==> config.mk <==
export PLATFORM = sky130hd
export DESIGN_NAME = debug_sender
export DESIGN_NICKNAME = d
export VERILOG_FILES = /design/src/rtl/debug_pkg.sv /design/src/rtl/debug_sender.sv
export SDC_FILE = /design/constraint.sdc
export NUM_CORES = 1
export LEC_CHECK = 0
export CORE_MARGIN = 2
export CORE_UTILIZATION = 46
export CTS_CLUSTER_DIAMETER = 100
export DETAILED_ROUTE_END_ITERATION = 10
export PLACE_DENSITY = 0.8
export SLEW_MARGIN = 0
export SYNTH_ARGS = -nofsm -noshare
export SYNTH_HDL_FRONTEND = slang
export SYNTH_SLANG_ARGS = --single-unit
export TNS_END_PERCENT = 20
==> constraint.sdc <==
create_clock -name i_clk -period 2.15 [get_ports i_clk]
set_input_delay 0.215 -clock i_clk [delete_from_list [all_inputs] [get_ports i_clk]]
set_output_delay 0.215 -clock i_clk [all_outputs]
set_load 0.005 [all_outputs]
==> src/rtl/debug_pkg.sv <==
// Shared types and sizing for the debug dump path: sender FSM states, dump phases
// and the byte geometry of a collector word.
package debug_pkg;

    localparam int DEFAULT_LEN    = 32;
    localparam int BYTES_PER_WORD = DEFAULT_LEN / 8;

    typedef enum logic [2:0] {
        ST_IDLE,
        ST_REQ,
        ST_LOAD,
        ST_TX,
        ST_WAIT,
        ST_DONE
    } state_e;

    typedef enum logic [1:0] {
        PH_PC,
        PH_REG,
        PH_MEM
    } phase_e;

    // Counter width that never collapses to zero bits for single-entry ranges.
    function automatic int cnt_width(input int n);
        return (n > 1) ? $clog2(n) : 1;
    endfunction

endpackage

==> src/rtl/debug_sender.sv <==
// Serialises the PC, the register file and a data-memory window into bytes for the
// UART, LSB first, while pacing the upstream collector with advance strobes.
module debug_sender
    import debug_pkg::*;
#(
    parameter int LEN      = DEFAULT_LEN,
    parameter int CANT_REG = 16,
    parameter int CANT_MEM = 8
) (
    input  logic           i_clk,
    input  logic           i_rst,
    input  logic           i_start,
    input  logic [LEN-1:0] i_pc,
    input  logic [LEN-1:0] i_data,
    input  logic           i_tx_done,
    output logic           o_enable_next,
    output logic           o_send_regs,
    output logic           o_tx_start,
    output logic [7:0]     o_tx_byte,
    output logic           o_busy,
    output logic           o_done
);

    localparam int BPW      = LEN / 8;
    localparam int BCW      = cnt_width(BPW);
    localparam int WORD_MAX = (CANT_REG > CANT_MEM) ? CANT_REG : CANT_MEM;
    localparam int WCW      = cnt_width(WORD_MAX);

    localparam logic [BCW-1:0] BYTE_LAST = BCW'(BPW - 1);
    localparam logic [WCW-1:0] REG_LAST  = WCW'(CANT_REG - 1);
    localparam logic [WCW-1:0] MEM_LAST  = WCW'(CANT_MEM - 1);

    state_e         state_q, state_d;
    phase_e         phase_q, phase_d;
    logic [BCW-1:0] byte_cnt_q, byte_cnt_d;
    logic [WCW-1:0] word_cnt_q, word_cnt_d;
    logic [LEN-1:0] shift_q, shift_d;

    logic           enable_next_q, enable_next_d;
    logic           send_regs_q, send_regs_d;
    logic           tx_start_q, tx_start_d;
    logic [7:0]     tx_byte_q, tx_byte_d;
    logic           busy_q, busy_d;
    logic           done_q, done_d;

    always_comb begin
        state_d    = state_q;
        phase_d    = phase_q;
        byte_cnt_d = byte_cnt_q;
        word_cnt_d = word_cnt_q;
        shift_d    = shift_q;

        case (state_q)
            ST_IDLE: begin
                // The PC is sampled directly, so no collector request precedes it.
                if (i_start) begin
                    state_d = ST_LOAD;
                    phase_d = PH_PC;
                end
            end
            ST_REQ: begin
                state_d = ST_LOAD;
            end
            ST_LOAD: begin
                shift_d    = (phase_q == PH_PC) ? i_pc : i_data;
                byte_cnt_d = '0;
                state_d    = ST_TX;
            end
            ST_TX: begin
                state_d = ST_WAIT;
            end
            ST_WAIT: begin
                if (i_tx_done) begin
                    if (byte_cnt_q != BYTE_LAST) begin
                        shift_d    = shift_q >> 8;
                        byte_cnt_d = byte_cnt_q + 1'b1;
                        state_d    = ST_TX;
                    end else begin
                        state_d = ST_REQ;
                        case (phase_q)
                            PH_PC: begin
                                phase_d    = PH_REG;
                                word_cnt_d = '0;
                            end
                            PH_REG: begin
                                if (word_cnt_q == REG_LAST) begin
                                    phase_d    = PH_MEM;
                                    word_cnt_d = '0;
                                end else begin
                                    word_cnt_d = word_cnt_q + 1'b1;
                                end
                            end
                            default: begin
                                if (word_cnt_q == MEM_LAST) begin
                                    state_d = ST_DONE;
                                end else begin
                                    word_cnt_d = word_cnt_q + 1'b1;
                                end
                            end
                        endcase
                    end
                end
            end
            ST_DONE: begin
                state_d = ST_IDLE;
            end
            default: begin
                state_d = ST_IDLE;
            end
        endcase

        // Outputs are decoded from the next state so they register in step with it.
        enable_next_d = (state_d == ST_REQ);
        send_regs_d   = (phase_d == PH_REG);
        tx_start_d    = (state_d == ST_TX);
        tx_byte_d     = tx_start_d ? shift_d[7:0] : 8'h00;
        busy_d        = (state_d != ST_IDLE);
        done_d        = (state_d == ST_DONE);
    end

    always_ff @(posedge i_clk) begin
        if (i_rst) begin
            state_q       <= ST_IDLE;
            phase_q       <= PH_PC;
            byte_cnt_q    <= '0;
            word_cnt_q    <= '0;
            shift_q       <= '0;
            enable_next_q <= 1'b0;
            send_regs_q   <= 1'b0;
            tx_start_q    <= 1'b0;
            tx_byte_q     <= 8'h00;
            busy_q        <= 1'b0;
            done_q        <= 1'b0;
        end else begin
            state_q       <= state_d;
            phase_q       <= phase_d;
            byte_cnt_q    <= byte_cnt_d;
            word_cnt_q    <= word_cnt_d;
            shift_q       <= shift_d;
            enable_next_q <= enable_next_d;
            send_regs_q   <= send_regs_d;
            tx_start_q    <= tx_start_d;
            tx_byte_q     <= tx_byte_d;
            busy_q        <= busy_d;
            done_q        <= done_d;
        end
    end

    assign o_enable_next = enable_next_q;
    assign o_send_regs   = send_regs_q;
    assign o_tx_start    = tx_start_q;
    assign o_tx_byte     = tx_byte_q;
    assign o_busy        = busy_q;
    assign o_done        = done_q;

endmodule
==> results by group, run 1 <==
Timing
  – Fin crit share: 0.856
  – Worst setup margin: around 0.31 ns
  – Setup TNS: 0 ns
  – Final setup violation count: 0
  – RSZ-0062 raised after global routing: false
  – Final min period: about 1.8 ns
  – Hold_ws: 0.482 ns
  – Actual slew at the worst max-slew pin: ~0.63 ns
  – Slew headroom: 0.582
  – Fmax: approximately 540 MHz
  – Final hold violation count: 0
  – Skew final: 0.0102 ns
  – Final Max Slew Viols: 0

Detailed routing
  – Drt initial violations: ~120
  – DRT Pass-1 Iters: 4
  – Post-route DRC violation count: 0
  – Via Count: 2,462
  – Final ANT Viol Nets: 0
  – Routed len/inst: 14.0 µm
  – Vias per cell: 5.34
  – Total Wirelength: between 6000 and 7000 µm

Yosys
  – Syn Nets: 384
  – Synth Register Bits: 56
  – Most common flop cell mapped by yosys: dfxtp_1
  – Share of the yosys chip area belonging to registers: 0.455
  – Mapped Avg Cell Area: 7.85 µm²
  – Yosys top cell area share: 0.455
  – Ys Warns: 0
  – Cells after synthesis: around 310
  – Synth unique cells: 38
  – Asr flop ratio synth: 0
  – Syn Std Cell Area: 0.00246 mm²
  – Most numerous cell in the Yosys netlist: nand2_1
  – Top post-synthesis cells by area: dfxtp_1, nand2_1, a21oi_1
  – Leading area contributor after synthesis: dfxtp_1
  – Post-synth EDFFs: 0
  – Top post-synthesis cells by count: nand2_1, dfxtp_1, nor2_1

Worst setup path
  – Crit path max fanout: 15
  – Crit-path cells: ha_1 -> and4bb_1 -> o21ai_4 -> nor2_2 -> buf_4 -> a221oi_2 -> nor2_1
  – Worst reg2reg startpoint: byte_cnt_q[0]$_SDFFE_PP0P_
  – Critical Path RT: 2.34 ns
  – R2r setup slk: 0.31 ns
  – CP Class: reg2reg
  – Reg2reg path depth: 7
  – Slowest stage cell, crit path: dfxtp_1
  – Critical path startpoint category: flip-flop
  – CP endpoint kind: flip-flop
  – CP startpoint: byte_cnt_q[0]$_SDFFE_PP0P_
  – Critical Path AT: 2.03 ns
  – FF-to-FF End: shift_q[4]$_SDFF_PP0_
  – Delay of the slowest cell on the worst path: 0.36 ns
  – Worst setup path end: shift_q[4]$_SDFF_PP0_

Die
  – Die Y: just under 80 µm
  – Die X: 77.2 µm
  – IO Pins: 81
  – Core Region: a little over 0.005 mm²
  – Starting Density: 0.479
  – Std cell rows: 26
  – Die ar.: 0.00596 mm²

Global routing
  – Vias in the first global route: 2,326
  – Largest net degree at the start of global routing: 34
  – Global-route wire length before repair: 10,800 µm
  – Initial antenna violation count: 0
  – Total gr overflow: 0
  – GRT Util Overall: 0.219

Power
  – Total power: roughly 2300 µW
  – IR drop worst, VDD: 0.000410 V
  – Leakage power: 0.00135 µW
  – Cell Pwr Density: 666 mW/mm²

Clock network
  – TritonCTS buffer count: 5
  – Clock Pin Slew Worst Setup and Hold Paths: 0.09 ns
  – Hold_buf cts: 0
  – Clock Tree Root: clkbuf_8
  – Setup bufs post-CTS: 0
  – CTS tree: built
  – CTS sink count: between 50 and 60
  – Maximum clock path buffer count: 2
  – Clock latency at the later pin of the worst-skew pair: 0.31 ns
  – Depth of the CTS H-tree: 2
  – PostCTS Resize Cnt: 0

Worst hold path
  – Min-delay src: shift_q[23]$_SDFFE_PP0P_
  – Min-delay worst type: reg2reg

Finish
  – Fin nets: 461
  – Layout cell share with drive strength beyond 1: 0.0767
  – Area grow syn2layout: 40.8%
  – Fin util: 0.675
  – Diodes inserted: 0

Placement
  – Dpl hpwl: 4610 µm
  – PortBufs: 80
  – Routability cong.: 0.820
  – Dpl ws: 0.257 ns

Run status
  – Outcome: complete, no violations

Flow run
  – Max cap viols: 0
-- cell type report --
type	instances	area [µm²]
Fill cell	453	1670
Multi-Input combinational cell	234	1240
Sequential cell	56	1120
Timing Repair Buffer	90	876
Tap cell	70	87.6
Clock buffer	5	68.8
Clock inverter	2	60.1
Inverter	4	15.0
-- per-stage QoR --
| step | instance area [µm²] | instances |
|---|---|---|
| after floorplan | 2460 | 314 |
| after global placement | 3340 | 454 |
| after detailed placement | 3340 | 454 |
| after CTS | 3470 | 461 |
| after global routing | 3470 | 461 |
| final | 3470 | 461 |
-- layer usage --
| metal | up-vias | GRT usage | part of all wire |
|---|---|---|---|
| li1 | 1241 | - | - |
| met1 | 1141 | 0.297 | 0.47 |
| met2 | 74 | 0.346 | 0.46 |
| met3 | 6 | 0.0553 | 0.059 |
| met4 | 0 | 0.0589 | 0.0095 |
| met5 | - | 0 | 0 |
-- flip-flops by register name, summed over array words and instances, names as in the netlist --
register	count
shift_q	32
o_tx_byte	8
word_cnt_q	4
state_q	3
byte_cnt_q	2
phase_q	2
o_busy	1
o_done	1
o_enable_next	1
o_send_regs	1
o_tx_start	1
-- report_power, final --
group	switching, µW	leakage [µW]	internal (µW)
combinational	172	0.000831	219
sequential	37.5	0.000456	1100
clock	328	0.0000642	458
total	538	0.00135	1770
-- cell usage in the layout, fill, tap and decap left out, types with 2 or more instances in the layout --
| cell type | instances |
|---|---|
| nand3_1 | 6 |
| a21oi_1 | 48 |
| bufinv_16 | 2 |
| nand2_1 | 72 |
| nor2_1 | 51 |
| inv_1 | 4 |
| nor2_2 | 2 |
| clkbuf_8 | 5 |
| dfxtp_1 | 56 |
| clkdlybuf4s50_1 | 80 |
| a221oi_1 | 19 |
| a31oi_1 | 2 |
| and3_1 | 3 |
| nor2b_1 | 2 |
| buf_4 | 10 |
| ha_1 | 2 |
| and4bb_1 | 2 |
| a221oi_2 | 4 |
| nor3_1 | 2 |
-- worst max-delay path, delay by kind of cell (launching register included) --
family	cells	cell delay [ns]
AOI/OAI and AO/OA	2	0.47
adders and majority gates	1	0.28
buffers and inverters	1	0.20
DFF	1	0.36
and+or+nand+nor	3	0.42
-- cell families (layout without fill, tap and decap cells) --
| group | after synthesis | in the layout | synth area share |
|---|---|---|---|
| multiplexers | 1 | 1 | 0.00406 |
| AND/OR/NAND/NOR | 150 | 150 | 0.263 |
| adder cells (fa/ha/maj) | 2 | 2 | 0.0102 |
| buffers and inverters | 24 | 101 | 0.0421 |
| flip-flops | 56 | 56 | 0.455 |
| AO/OA/AOI/OAI | 81 | 81 | 0.226 |
-- worst min-delay path by stage --
stage	to	depth (start not counted)	slack (ns)
2_1_floorplan	shift_q[23]$_SDFFE_PP0P_	2	0.44
3_3_place_gp	shift_q[23]$_SDFFE_PP0P_	2	0.45
3_5_place_dp	shift_q[23]$_SDFFE_PP0P_	2	0.47
4_1_cts	shift_q[23]$_SDFFE_PP0P_	2	0.48
5_1_grt	shift_q[23]$_SDFFE_PP0P_	2	0.51
6_report	shift_q[23]$_SDFFE_PP0P_	2	0.48
(Power assumes the default switching activity.)
==> run 2: changes to the inputs <==
--- a/config.mk
+++ b/config.mk
@@ -6,10 +6,10 @@
 export NUM_CORES = 1
 export LEC_CHECK = 0
 export CORE_MARGIN = 2
-export CORE_UTILIZATION = 46
-export CTS_CLUSTER_DIAMETER = 100
+export CORE_UTILIZATION = 41
+export CTS_CLUSTER_DIAMETER = 150
 export DETAILED_ROUTE_END_ITERATION = 10
-export PLACE_DENSITY = 0.8
+export PLACE_DENSITY = 0.76
 export SLEW_MARGIN = 0
 export SYNTH_ARGS = -nofsm -noshare
 export SYNTH_HDL_FRONTEND = slang
==> constraint.sdc (replaced) <==
create_clock -name i_clk -period 1.65 [get_ports i_clk]
set_input_delay 0.165 -clock i_clk [delete_from_list [all_inputs] [get_ports i_clk]]
set_output_delay 0.165 -clock i_clk [all_outputs]
set_load 0.005 [all_outputs]
==> run 2 against run 1 <==
Register-to-register slack lost 0.31 ns. The run now ends with negative setup slack left. Fmax grew 11%. Largest cell class unchanged. Global-route usage down 2.3 points. Sequential share of layout area shrank 2.8 points.
==> results by group, run 2 (synthesized netlist as in run 1, its figures left out) <==
Finish
  – Area grow syn2layout: 54.6%
  – Most common cell after layout, fill and taps aside: clkdlybuf4s50_1
  – Fin cells: approximately 490
  – Diodes inserted: 0
  – Max reg flops: 32
  – Most flops, register: shift_q
  – Fill count: 502
  – Cell area after layout: 0.00381 mm²
  – Register area: 0.00113 mm²
  – Fin util: 0.651
  – Most frequent cells in the layout: clkdlybuf4s50_1, nand2_1, dfxtp_1
  – Area of the multi-input gates: 0.00144 mm²
  – Layout cell share with drive strength beyond 1: 0.178
  – Fin nets: 479

Power
  – Sw frac: 0.273
  – Net switching power: 788 µW
  – Sequential power share: 0.518
  – IR drop worst, VDD: 0.000427 V
  – Leakage power: 0.00148 µW
  – Pint: 2090 µW
  – Cell Pwr Density: 756 mW/mm²
  – Clk pwr share: 0.265
  – Comb power frac: 0.217

Worst hold path
  – Min-delay src: shift_q[23]$_SDFFE_PP0P_
  – Min-delay worst type: reg2reg
  – End of the worst hold path: shift_q[23]$_SDFFE_PP0P_
  – Hold Path Depth: 2

Worst setup path
  – Worst reg2reg startpoint: byte_cnt_q[0]$_SDFFE_PP0P_
  – CP bufs+invs: 1
  – Critical Path AT: around 1.9 ns
  – R2r setup slk: -0.006 ns
  – FF-to-FF End: shift_q[21]$_SDFFE_PP0P_
  – CP Class: reg2reg
  – Crit-path cells: ha_4 -> and4bb_1 -> o21ai_4 -> nor2_4 -> buf_8 -> a221oi_1 -> nor2_1
  – Critical path startpoint category: flip-flop
  – Delay of the slowest cell on the worst path: 0.37 ns
  – CP endpoint kind: flip-flop
  – Top delay family on crit path: compound AO/OA/AOI/OAI gates
  – Crit path max fanout: 11
  – Slowest stage cell, crit path: dfxtp_2
  – Critical Path RT: 1.85 ns
  – Reg2reg path depth: 7

Timing
  – Final Max Slew Viols: 0
  – RSZ-0062 raised after global routing: true
  – Setup TNS: -0.0103 ns
  – Fmax: 604 MHz
  – Slew headroom: 0.741
  – Worst setup margin: -0.00554 ns
  – Actual slew at the worst max-slew pin: ~0.39 ns
  – Final setup violation count: 2
  – Final min period: around 1.7 ns
  – Skew final: between 0.015 and 0.02 ns
  – Final hold violation count: 0
  – Fin crit share: 1.00

Die
  – Std cell rows: 28
  – Starting Density: 0.421
  – Die ar.: between 0.006 and 0.007 mm²
  – IO Pins: about 80
  – Core Region: just under 0.006 mm²
  – Die Y: just over 80 µm
  – Die X: about 82 µm

Detailed routing
  – Total Wirelength: approximately 6700 µm
  – Drt initial violations: 88
  – Post-route DRC violation count: 0
  – Via Count: roughly 2.5k
  – Final ANT Viol Nets: 0
  – Routed len/inst: 13.7 µm
  – Vias per cell: 5.21
  – DRT Pass-1 Iters: 4

Clock network
  – CTS tree: built
  – Maximum clock path buffer count: 2
  – CTS sink count: 56
  – Hold_buf cts: 0
  – Clock Pin Slew Worst Setup and Hold Paths: between 0.1 and 0.15 ns
  – Clock Tree Root: clkbuf_8
  – TritonCTS buffer count: 5
  – Setup bufs post-CTS: 0
  – Clock latency at the later pin of the worst-skew pair: 0.32 ns
  – Depth of the CTS H-tree: 2

Placement
  – PortBufs: 80
  – Dpl hpwl: 4810 µm
  – Placed cells: roughly 480
  – Placed cell area: 0.00352 mm²
  – Routability cong.: roughly 0.75

Run status
  – Failing checks: negative setup slack
  – Outcome: complete, but fails checks

Global routing
  – Total gr overflow: 0
  – Initial antenna violation count: 0
  – Vias in the first global route: 2,337
  – Largest net degree at the start of global routing: 34
  – GRT Util Overall: 0.196
  – Global-route wire length before repair: around 10,000 µm

Flow run
  – Max cap viols: 0
-- run 2: cell types whose count changed in the layout (fill, tap and decap cells not counted), sizes merged --
cell	previous run	this run
inv	4	5
buf	10	28
clkinv	0	2
bufinv	2	0
-- run 2: layer usage --
layer | GRT usage | vias to the layer above | share of wire | wire length (µm)
met5 | 0 | - | 0 | 0
met4 | 0.0559 | 0 | 0.011 | 70
met3 | 0.0385 | 6 | 0.062 | 413
met2 | 0.346 | 74 | 0.49 | 3260
met1 | 0.242 | 1165 | 0.44 | 2920
li1 | - | 1280 | - | -
-- run 2: final cells by class --
class	count	area share
multi-input combinational	234	0.377
sequential	56	0.296
timing repair buffer	108	0.275
tap	75	0.0246
clock buffer	5	0.0181
clock inverter	3	0.00591
inverter	4	0.00394
-- run 2: tightest hold or removal path: stages (launching register included) --
cell     delay [ns]
dfxtp_1        0.33
nand2_1        0.05
a21oi_1        0.06
-- run 2: how the worst max path moves through the flow --
stage                     slack, ns                       start  cells after the start                  endpoint
after floorplan                0.03  byte_cnt_q[0]$_SDFFE_PP0P_                      7  shift_q[14]$_SDFFE_PP0P_
after global placement        -0.11                   i_tx_done                      7   o_tx_byte[7]$_SDFF_PP0_
after detailed placement      -0.15                   i_tx_done                      7   o_tx_byte[7]$_SDFF_PP0_
after CTS                    -0.008  byte_cnt_q[1]$_SDFFE_PP0P_                      7   o_tx_byte[2]$_SDFF_PP0_
after global routing          -0.10  byte_cnt_q[0]$_SDFFE_PP0P_                      7  shift_q[21]$_SDFFE_PP0P_
final                        -0.006  byte_cnt_q[0]$_SDFFE_PP0P_                      7  shift_q[21]$_SDFFE_PP0P_
-- run 2: power by group through the flow --
stage | clock (µW) | combinational [µW] | sequential (µW)
finish | 764 | 624 | 1490
CTS | 777 | 560 | 1480
global placement | 0 | 539 | 1500
global route | 829 | 682 | 1500
floorplan | 0 | 257 | 1490
detailed placement | 0 | 552 | 1510
-- run 2: per-stage QoR --
| step | hold slack (ns) | power (µW) | setup WS (ns) |
|---|---|---|---|
| after floorplan | 0.401 | 1750 | 0.0254 |
| after global placement | 0.450 | 2040 | -0.115 |
| after detailed placement | 0.463 | 2060 | -0.152 |
| after CTS | 0.475 | 2810 | -0.00775 |
| after global routing | 0.498 | 3010 | -0.103 |
| final | 0.476 | 2880 | -0.00554 |
-- run 2: what timing repair did --
action,4_1_cts,5_1_grt
endpoints found under the hold margin,0,0
gates resized for setup,4,30
endpoints found under the setup margin,18,34
pin swaps,0,4
